File: src/rtl/mc_control_fsm.sv
// Multicycle controller for the 16-bit datapath: sequences fetch/decode/execute/memory/writeback
// and drives every datapath enable and mux select.
module mc_control_fsm #(
  parameter int unsigned WIDTH = 16
) (
  input  logic             clk,
  input  logic             reset_n,
  input  logic [WIDTH-1:0] instr,
  input  logic             zero,
  input  logic             mem_ready,
  output logic             pc_en,
  output logic             iord,
  output logic             mem_read,
  output logic             mem_write,
  output logic             ir_write,
  output logic             reg_dst,
  output logic             mem_to_reg,
  output logic             reg_write,
  output logic             alu_src_a,
  output logic [1:0]       alu_src_b,
  output logic [2:0]       alu_control,
  output logic [1:0]       pc_src,
  output logic             illegal,
  output logic [3:0]       state
);

  typedef enum logic [3:0] {
    S_FETCH  = 4'd0,
    S_DECODE = 4'd1,
    S_MEMADR = 4'd2,
    S_MEMRD  = 4'd3,
    S_MEMWB  = 4'd4,
    S_MEMWR  = 4'd5,
    S_EXEC   = 4'd6,
    S_ALUWB  = 4'd7,
    S_ADDIEX = 4'd8,
    S_ADDIWB = 4'd9,
    S_BEQEX  = 4'd10,
    S_JEX    = 4'd11
  } state_t;

  localparam logic [3:0] OP_R    = 4'h0;
  localparam logic [3:0] OP_ADDI = 4'h1;
  localparam logic [3:0] OP_LW   = 4'h2;
  localparam logic [3:0] OP_SW   = 4'h3;
  localparam logic [3:0] OP_BEQ  = 4'h4;
  localparam logic [3:0] OP_J    = 4'h5;

  localparam logic [2:0] ALU_ADD = 3'b010;
  localparam logic [2:0] ALU_SUB = 3'b110;
  localparam logic [2:0] ALU_AND = 3'b000;
  localparam logic [2:0] ALU_OR  = 3'b001;
  localparam logic [2:0] ALU_SLT = 3'b111;

  state_t     state_q;
  state_t     state_next;
  logic [3:0] opcode;
  logic [2:0] funct;
  logic       branch_q;
  logic       jump_q;
  logic       fetch_go;
  logic       unused_instr_bits;

  logic       d_iord;
  logic       d_mem_read;
  logic       d_mem_write;
  logic       d_reg_dst;
  logic       d_mem_to_reg;
  logic       d_reg_write;
  logic       d_alu_src_a;
  logic [1:0] d_alu_src_b;
  logic [2:0] d_alu_control;
  logic [1:0] d_pc_src;
  logic       d_branch;
  logic       d_jump;

  assign opcode            = instr[15:12];
  assign funct             = instr[2:0];
  assign unused_instr_bits = ^instr[11:3];

  // Next-state logic; mem_ready only matters in the three memory-wait states
  always_comb begin
    state_next = state_q;
    case (state_q)
      S_FETCH:  state_next = mem_ready ? S_DECODE : S_FETCH;
      S_DECODE: begin
        case (opcode)
          OP_LW, OP_SW: state_next = S_MEMADR;
          OP_R:         state_next = S_EXEC;
          OP_ADDI:      state_next = S_ADDIEX;
          OP_BEQ:       state_next = S_BEQEX;
          OP_J:         state_next = S_JEX;
          default:      state_next = S_FETCH;
        endcase
      end
      S_MEMADR: state_next = (opcode == OP_SW) ? S_MEMWR : S_MEMRD;
      S_MEMRD:  state_next = mem_ready ? S_MEMWB : S_MEMRD;
      S_MEMWR:  state_next = mem_ready ? S_FETCH : S_MEMWR;
      S_EXEC:   state_next = S_ALUWB;
      S_ADDIEX: state_next = S_ADDIWB;
      default:  state_next = S_FETCH;
    endcase
  end

  // Moore decode of the upcoming state, so the registered outputs line up with state_q
  always_comb begin
    d_iord        = 1'b0;
    d_mem_read    = 1'b0;
    d_mem_write   = 1'b0;
    d_reg_dst     = 1'b0;
    d_mem_to_reg  = 1'b0;
    d_reg_write   = 1'b0;
    d_alu_src_a   = 1'b0;
    d_alu_src_b   = 2'b00;
    d_alu_control = ALU_ADD;
    d_pc_src      = 2'b00;
    d_branch      = 1'b0;
    d_jump        = 1'b0;
    case (state_next)
      S_FETCH: begin
        d_mem_read  = 1'b1;
        d_alu_src_b = 2'b01;
      end
      S_DECODE: d_alu_src_b = 2'b10;
      S_MEMADR, S_ADDIEX: begin
        d_alu_src_a = 1'b1;
        d_alu_src_b = 2'b10;
      end
      S_MEMRD: begin
        d_iord     = 1'b1;
        d_mem_read = 1'b1;
      end
      S_MEMWB: begin
        d_mem_to_reg = 1'b1;
        d_reg_write  = 1'b1;
      end
      S_MEMWR: begin
        d_iord      = 1'b1;
        d_mem_write = 1'b1;
      end
      S_EXEC: begin
        d_alu_src_a = 1'b1;
        case (funct)
          3'b001:  d_alu_control = ALU_SUB;
          3'b010:  d_alu_control = ALU_AND;
          3'b011:  d_alu_control = ALU_OR;
          3'b100:  d_alu_control = ALU_SLT;
          default: d_alu_control = ALU_ADD;
        endcase
      end
      S_ALUWB: begin
        d_reg_dst   = 1'b1;
        d_reg_write = 1'b1;
      end
      S_ADDIWB: d_reg_write = 1'b1;
      S_BEQEX: begin
        d_alu_src_a   = 1'b1;
        d_alu_control = ALU_SUB;
        d_branch      = 1'b1;
        d_pc_src      = 2'b01;
      end
      S_JEX: begin
        d_jump   = 1'b1;
        d_pc_src = 2'b10;
      end
      default: ;
    endcase
  end

  always_ff @(posedge clk or negedge reset_n) begin
    if (!reset_n) begin
      state_q     <= S_FETCH;
      iord        <= 1'b0;
      mem_read    <= 1'b1;
      mem_write   <= 1'b0;
      reg_dst     <= 1'b0;
      mem_to_reg  <= 1'b0;
      reg_write   <= 1'b0;
      alu_src_a   <= 1'b0;
      alu_src_b   <= 2'b01;
      alu_control <= ALU_ADD;
      pc_src      <= 2'b00;
      branch_q    <= 1'b0;
      jump_q      <= 1'b0;
    end else begin
      state_q     <= state_next;
      iord        <= d_iord;
      mem_read    <= d_mem_read;
      mem_write   <= d_mem_write;
      reg_dst     <= d_reg_dst;
      mem_to_reg  <= d_mem_to_reg;
      reg_write   <= d_reg_write;
      alu_src_a   <= d_alu_src_a;
      alu_src_b   <= d_alu_src_b;
      alu_control <= d_alu_control;
      pc_src      <= d_pc_src;
      branch_q    <= d_branch;
      jump_q      <= d_jump;
    end
  end

  // Fetch completion follows mem_ready directly; held off while reset is asserted
  assign fetch_go = (state_q == S_FETCH) && mem_ready && reset_n;
  assign ir_write = fetch_go;
  assign pc_en    = fetch_go || jump_q || (branch_q && zero);
  assign illegal  = (state_q == S_DECODE) && (opcode > OP_J);
  assign state    = 4'(state_q);

endmodule
File: config.mk
export PLATFORM = sky130hd
export DESIGN_NAME = mc_control_fsm
export DESIGN_NICKNAME = d
export VERILOG_FILES = /design/src/rtl/mc_control_fsm.sv
export SDC_FILE = /design/constraint.sdc
export NUM_CORES = 1
export LEC_CHECK = 0
export ABC_AREA = 1
export CAP_MARGIN = 15
export CORE_MARGIN = 2
export CORE_UTILIZATION = 44
export DETAILED_ROUTE_END_ITERATION = 12
export PLACE_DENSITY = 0.82
export SKIP_LAST_GASP = 1
export SYNTH_ARGS = -nofsm -noshare
export SYNTH_HDL_FRONTEND = slang
export SYNTH_SLANG_ARGS = --single-unit
File: constraint.sdc
create_clock -name clk -period 3.3 [get_ports clk]
set_clock_uncertainty 0.2 [all_clocks]
set_input_delay 0.825 -clock clk [delete_from_list [all_inputs] [get_ports clk]]
set_output_delay 0.825 -clock clk [all_outputs]
set_load 0.005 [all_outputs]
* Word level (Yosys, flattened, before mapping)
Index checks and enable logic that the tools add are counted.
** Storage, ports and cells
- Flip-flop bits (word level) :: 20
- Input port bits :: 20
- Output and inout port bits :: 21
- Logic and storage cells :: 74
** Operators by class
- $lt $le $gt $ge :: 1
- Equal/unequal tests :: 26
- Mux-type cells :: 19
- Reductions and logical operators :: 15
** Operator list (number)
- == test 4 x 3 -> 1 bit, second input constant :: 8
- case mux 4 bit (7 select lines) :: 1
- == test 4 x 2 -> 1 bit, second input constant :: 6
- == test 4 bit, second input constant :: 5
- case mux 4 bit (5 select lines) :: 1
- == test 4 x 1 -> 1 bit, second input constant :: 3
- zero test 4 bit :: 3
- case mux 3 bit (4 select lines) :: 1
- 2-to-1 mux 1 bit :: 10
- 2-to-1 mux 3 bit :: 3
- case mux 2 bit (2 select lines) :: 2
- == test 3 x 2 -> 1 bit, second input constant :: 2
- case mux 3 bit (2 select lines) :: 1
- OR reduction 2 bit :: 3
- OR reduction 3 bit :: 2
- > comparator 4 x 3 -> 1 bit, second input constant :: 1
- logical AND 1 bit :: 4
- OR reduction 4 bit :: 1
- == test 3 x 1 -> 1 bit, second input constant :: 1
- == test 3 bit, second input constant :: 1
- logical OR 1 bit :: 2

* Logic depth before layout (Yosys ltp)
Gate-level depths: netlist of the first run.
- Depth after elaboration :: 7
- Mapped depth :: 11
- Depth with buffers taken out :: 11

* Worst setup path after synthesis of the first run
OpenSTA, ideal clock, no wires.
- Path kind :: input port to output port
- Start :: input mem_ready
- End :: output pc_en
- Arrival :: 1.131 ns
- Data required time :: 2.275 ns
- Path slack :: 1.144 ns
- Stages :: 2
- Buffers on the path :: 0
- Cell sequence :: nand3_1 -> o21ai_0
** On the way
- Cells in the longest elaborated chain, start to end :: 4
** RTL lines
- start, declared :: line 10 : input logic mem_ready,
- logical AND 1 bit (2 in a row) :: line 203 : assign fetch_go = (state_q == S_FETCH) && mem_ready && reset_n;
- logical OR 1 bit (2 in a row) :: line 205 : assign pc_en = fetch_go || jump_q || (branch_q && zero);
- end, declared :: line 11 : output logic pc_en,
Every way passes these cells.

* Final worst setup path of the first run
Same ends and word-level chain as after synthesis.

==> flow_summary.yaml, run 1 <==
cts:
  htreeDepth: 1
  post_cts.repair.setup_buffers: 0
  cts_resized: 0
  clk_pin_slew_ns: 0.10
  holdBufCountCts: 0
  clkLatencyLatePin_ns: 0.28
  cts_buffers: 3
  cts-root-buf: "clkbuf_4"
  cts_sinks: 19
  clk_path_buf_depth: 2
  cts_tree: "built"
sta:
  period_needed_ns: 3.16
  setup_violations: 0
  final.setup.tns_ns: 0
  slew_viol_final: 0
  hold_viol: 0
  tightestPinTransition_ns: 0.245
  min_period_over_period_pct: 95.8
  timing.hold.ws_ns: 0.508
  rsz0062_at_grt: "false"
  max_slew_margin_pct: 83.7
  fmax_ghz: 0.316
synth:
  yosys_warnings: 0
  synthCells: 121
  synth-seq-cells: 19
  netlist_area_um2: 968
  synth_cell_types: 18
  synth_area_per_cell_um2: 8.00
  ys_seq_area_share_pct: 49.5
  syn-num-nets: 141
routing:
  drc: 0
  wirelength_mm: 2.07
  routed-via-count: 889
  drt_iter0_drc: 18
  antenna_violating_nets_post_route: 0
  wl_per_cell_um: 11.2
  viasPerCell: 4.83
  drt_pre_antenna_iters: 4
critical_path:
  r2r_start: "state[3]"
  slowest_delay_ns: 0.52
  crit_path_end_kind: "output port"
  critPathLaunchType: "primary input"
  cp_max_fo: 3
  crit_type: "primary input to output port"
  required_ns: 2.27
  slowest_stage: "clkdlybuf4s50_1"
  crit_top_cell: "clkdlybuf4s50_1"
  crit_path_start: "mem_ready"
  path_cells: "clkdlybuf4s50_1 -> nand3_1 -> o21ai_0 -> clkdlybuf4s50_1"
  cp_data_arrival_time_ns: 2.14
outcome:
  status: "completed"
die:
  fp-row-count: 16
  start_util_pct: 47.9
  dieWidth_um: 50.9
  core-area_um2: 2020
  dieArea_um2: 2590
  top_level_ports: 41
  fp.dieH_um: 50.9
global_routing:
  antenna_found_initial: 0
  grt_max_degree: 20
  grt_pass1_wl_mm: 3.53
  grtUsageTotal_pct: 18.4
  grt_overflow: 0
  grt_pass1_vias: 876
pwr:
  p_clk_share_pct: 11.7
  p_int_uw: 581
  pwr-share-seq_pct: 35.8
  switching_share_pct: 38.9
  p_comb_share_pct: 52.6
  irDropWorstVdd_mv: 0.343
  power_density_nw_per_um2: 706
  p_leak_nw: 0.731
  p_switching_uw: 370
final_layout:
  drive_above_1_share_pct: 15.3
  antenna_cells: 0
  final_cell_mix: "clkdlybuf4s50_1, inv_1, nand2_1"
  final_common_cell: "clkdlybuf4s50_1"
  area_growth_syn_to_layout_pct: 39.0
  layout.nets: 178
  largest_register_ffs: 4
run:
  maxCapViolations: 0
min_path:
  hold_class: "flip-flop to flip-flop"
  min-delay-start: "state[2]"
placed_design:
  portBuffers: 31
  place.gp.congestion: 0.888
  dpl.hpwl_mm: 1.70
## critical path: cells and delay by family
| kind | cells | cell delay, ns |
|---|---|---|
| buffers and inverters | 2 | 1.03 |
| AO/OA/AOI/OAI | 1 | 0.16 |
| AND/OR/NAND/NOR | 1 | 0.12 |
## worst paths after layout
path	end	cells after the start	slack (ns)
max in group asynchronous	alu_control[1]	2	1.95
worst min-delay path	mem_to_reg	3	0.51
worst max register to register	alu_src_b[1]	9	1.48
min in group asynchronous	reg_dst	2	0.69
worst max-delay path	pc_en	4	0.14
worst min register to register	mem_to_reg	3	0.51
## stage by stage
stage / utilization [%] / cell area, um^2 / total power [mW] / instances / setup slack [ns]
4_1_cts: 66.6 / 1350 / 0.960 / 184 / 0.126
5_1_grt: 66.6 / 1350 / 1.03 / 184 / 0.0178
3_3_place_gp: 65.3 / 1320 / 0.816 / 180 / 0.137
6_report: 66.6 / 1350 / 0.951 / 184 / 0.139
2_1_floorplan: - / 968 / 0.618 / 121 / 1.14
3_5_place_dp: 65.3 / 1320 / 0.843 / 180 / 0.130
## per-layer routing
metal / global-route usage, % / vias to the layer above / routed length, um
met4: 7.21 / 0 / 40
met1: 19.2 / 404 / 813
met2: 34.4 / 34 / 1110
met5: 0 / - / 0
li1: - / 447 / -
met3: 4.97 / 4 / 105
## cell families (layout without fill, tap and decap cells)
family | Yosys count | count (layout) | synth area share (%)
compound gates | 9 | 9 | 5.04
flops | 19 | 19 | 49.5
buf+inv | 25 | 61 | 10.1
simple gates | 68 | 68 | 35.4
## Yosys cell counts
| cell | number | share of area (%) |
|---|---|---|
| nor2_1 | 15 | 5.8 |
| o21ai_0 | 2 | 1.0 |
| nand2_1 | 23 | 8.9 |
| nor3_2 | 1 | 1.0 |
| nand4_1 | 2 | 1.3 |
| nand2_2 | 6 | 3.9 |
| dfrtp_1 | 16 | 41 |
| inv_1 | 23 | 8.9 |
| dfstp_2 | 3 | 8.1 |
| nor2_2 | 3 | 1.9 |
| nor2_4 | 3 | 3.5 |
| buf_4 | 1 | 0.78 |
| inv_2 | 1 | 0.39 |
| a21oi_1 | 4 | 2.1 |
| nand3_4 | 1 | 1.8 |
| o21ai_2 | 1 | 0.90 |
| nand3_1 | 14 | 7.2 |
| o21ai_1 | 2 | 1.0 |
## power groups by stage
stage | clock network, mW | logic, mW | registers, mW
6_report | 0.111 | 0.500 | 0.340
4_1_cts | 0.115 | 0.505 | 0.340
3_5_place_dp | 0 | 0.497 | 0.345
3_3_place_gp | 0 | 0.474 | 0.343
5_1_grt | 0.130 | 0.555 | 0.348
2_1_floorplan | 0 | 0.269 | 0.349
## layout make-up
class / count / area, um^2
tap: 27 / 33.8
multi-input combinational: 77 / 392
timing repair buffer: 33 / 325
clock buffer: 4 / 26.3
sequential: 19 / 479
fill: 173 / 676
inverter: 24 / 90.1
Note: power is estimated with default switching activity, not from simulation.
==> run 2, diff against run 1 <==
- CORE_MARGIN: 2 -> 5
- PLACE_DENSITY: 0.82 -> default
- PLACE_DENSITY_LB_ADDON: default -> 0.05
- SLEW_MARGIN: default -> 20
==> run 2 against run 1 <==
Total power is 1.2% lower; maximum frequency is 1.0% lower; flip-flop and latch count stayed put; die area is 25% higher; via count is 2.9% lower; clock power is 6% higher; combinational power is 4% lower; global-route usage is 5.6 points lower; utilization is 3.8 points lower; sequential power hardly changed; worst hold slack worse by 0.033 ns; largest power group unchanged.
==> flow_summary.yaml, run 2 (synthesis gave the netlist of run 1 again) <==
global_routing:
  grt_overflow: 0
  antenna_found_initial: 0
  grt_max_degree: 20
  grtUsageTotal_pct: 12.8
  grt_pass1_wl_mm: 3.32
  grt_pass1_vias: 862
routing:
  wl_per_cell_um: 10.7
  drc: 0
  dr_wl_met3_um: 146
  routed-via-count: 863
  drt_iter0_drc: 15
  viasPerCell: 4.66
  wl_met1_um: 849
  drt_pre_antenna_iters: 4
  antenna_violating_nets_post_route: 0
  top_layer: "met4"
  wirelength_mm: 1.98
  wl_met2_um: 954
final_layout:
  final_common_cell: "clkdlybuf4s50_1"
  drive_above_1_share_pct: 15.9
  antenna_cells: 0
  stdcell_count: 185
  final_cell_mix: "clkdlybuf4s50_1, inv_1, nand2_1"
  fin_area_um2: 1350
  largest_register_ffs: 4
  layout.nets: 178
  utilization_pct: 62.8
  area_growth_syn_to_layout_pct: 39.3
placed_design:
  dpl-instance-area_um2: 1320
  place.gp.congestion: 0.835
  placed_cells: 181
  portBuffers: 31
  dp_slack_ns: 0.0862
  dpl.hpwl_mm: 1.62
sta:
  fin_ws_ns: 0.106
  tightestPinTransition_ns: 0.243
  hold_viol: 0
  final.setup.tns_ns: 0
  max_slew_margin_pct: 83.8
  min_period_over_period_pct: 96.8
  setup_violations: 0
  period_needed_ns: 3.19
  slew_viol_final: 0
  timing.hold.ws_ns: 0.475
  rsz0062_at_grt: "false"
  fmax_ghz: 0.313
cts:
  clk_pin_slew_ns: 0.11
  cts-root-buf: "clkbuf_4"
  cts_tree: "built"
  clkLatencyLatePin_ns: 0.29
  holdBufCountCts: 0
  htreeDepth: 1
  post_cts.repair.setup_buffers: 0
  cts_buffers: 3
  cts_resized: 0
  cts_sinks: 19
  clk_path_buf_depth: 2
die:
  fp-row-count: 17
  dieWidth_um: 56.9
  start_util_pct: 45.1
  fp.dieH_um: 56.9
  dieArea_um2: 3240
  top_level_ports: 41
  core-area_um2: 2150
critical_path:
  critPathLaunchType: "primary input"
  required_ns: 2.27
  r2r_start: "state[3]"
  rrSetupSlack_ns: 1.56
  crit_type: "primary input to output port"
  crit_path_end: "pc_en"
  r2r_end: "alu_src_a"
  rr_worst_depth: 9
  crit_path_start: "mem_ready"
  crit_path_end_kind: "output port"
  cp_max_fo: 3
  cp_data_arrival_time_ns: 2.17
pwr:
  irDropWorstVdd_mv: 0.325
  p_leak_nw: 0.734
  p_comb_share_pct: 51.3
  p_switching_uw: 361
  power_uw: 940
  power_density_nw_per_um2: 697
  p_int_uw: 579
  p_clk_share_pct: 12.5
  pwr-share-seq_pct: 36.1
  switching_share_pct: 38.4
run:
  maxCapViolations: 0
min_path:
  hold_class: "flip-flop to flip-flop"
  hold_path_depth: 3
outcome:
  status: "completed"
run 2: final cells by class:
class / count / area [um^2]
clock inverter: 1 / 5.00
sequential: 19 / 479
timing repair buffer: 33 / 325
tap: 28 / 35.0
multi-input combinational: 77 / 392
clock buffer: 3 / 22.5
fill: 176 / 800
inverter: 24 / 90.1
run 2: worst min-delay path by stage:
stage | from | endpoint
after floorplan | reset_n | alu_control[0]
after global placement | state[2] | mem_to_reg
after detailed placement | state[2] | mem_to_reg
after CTS | state[2] | mem_to_reg
after global routing | state[2] | mem_to_reg
final | state[2] | mem_to_reg
run 2: worst max-delay path, stage by stage:
cell             delay [ns]
clkdlybuf4s50_1        0.51
nand3_1                0.13
o21ai_0                0.18
clkdlybuf4s50_1        0.53
run 2: power groups by stage:
stage / clock network (mW) / registers (mW) / logic, mW
CTS: 0.119 / 0.340 / 0.490
floorplan: 0 / 0.349 / 0.269
global placement: 0 / 0.343 / 0.480
detailed placement: 0 / 0.345 / 0.487
global route: 0.132 / 0.347 / 0.534
finish: 0.118 / 0.339 / 0.482
run 2: per-layer routing:
metal	vias up	global-route usage, %
li1	444	-
met1	388	13.0
met2	27	24.8
met3	4	3.45
met4	0	3.97
met5	-	0
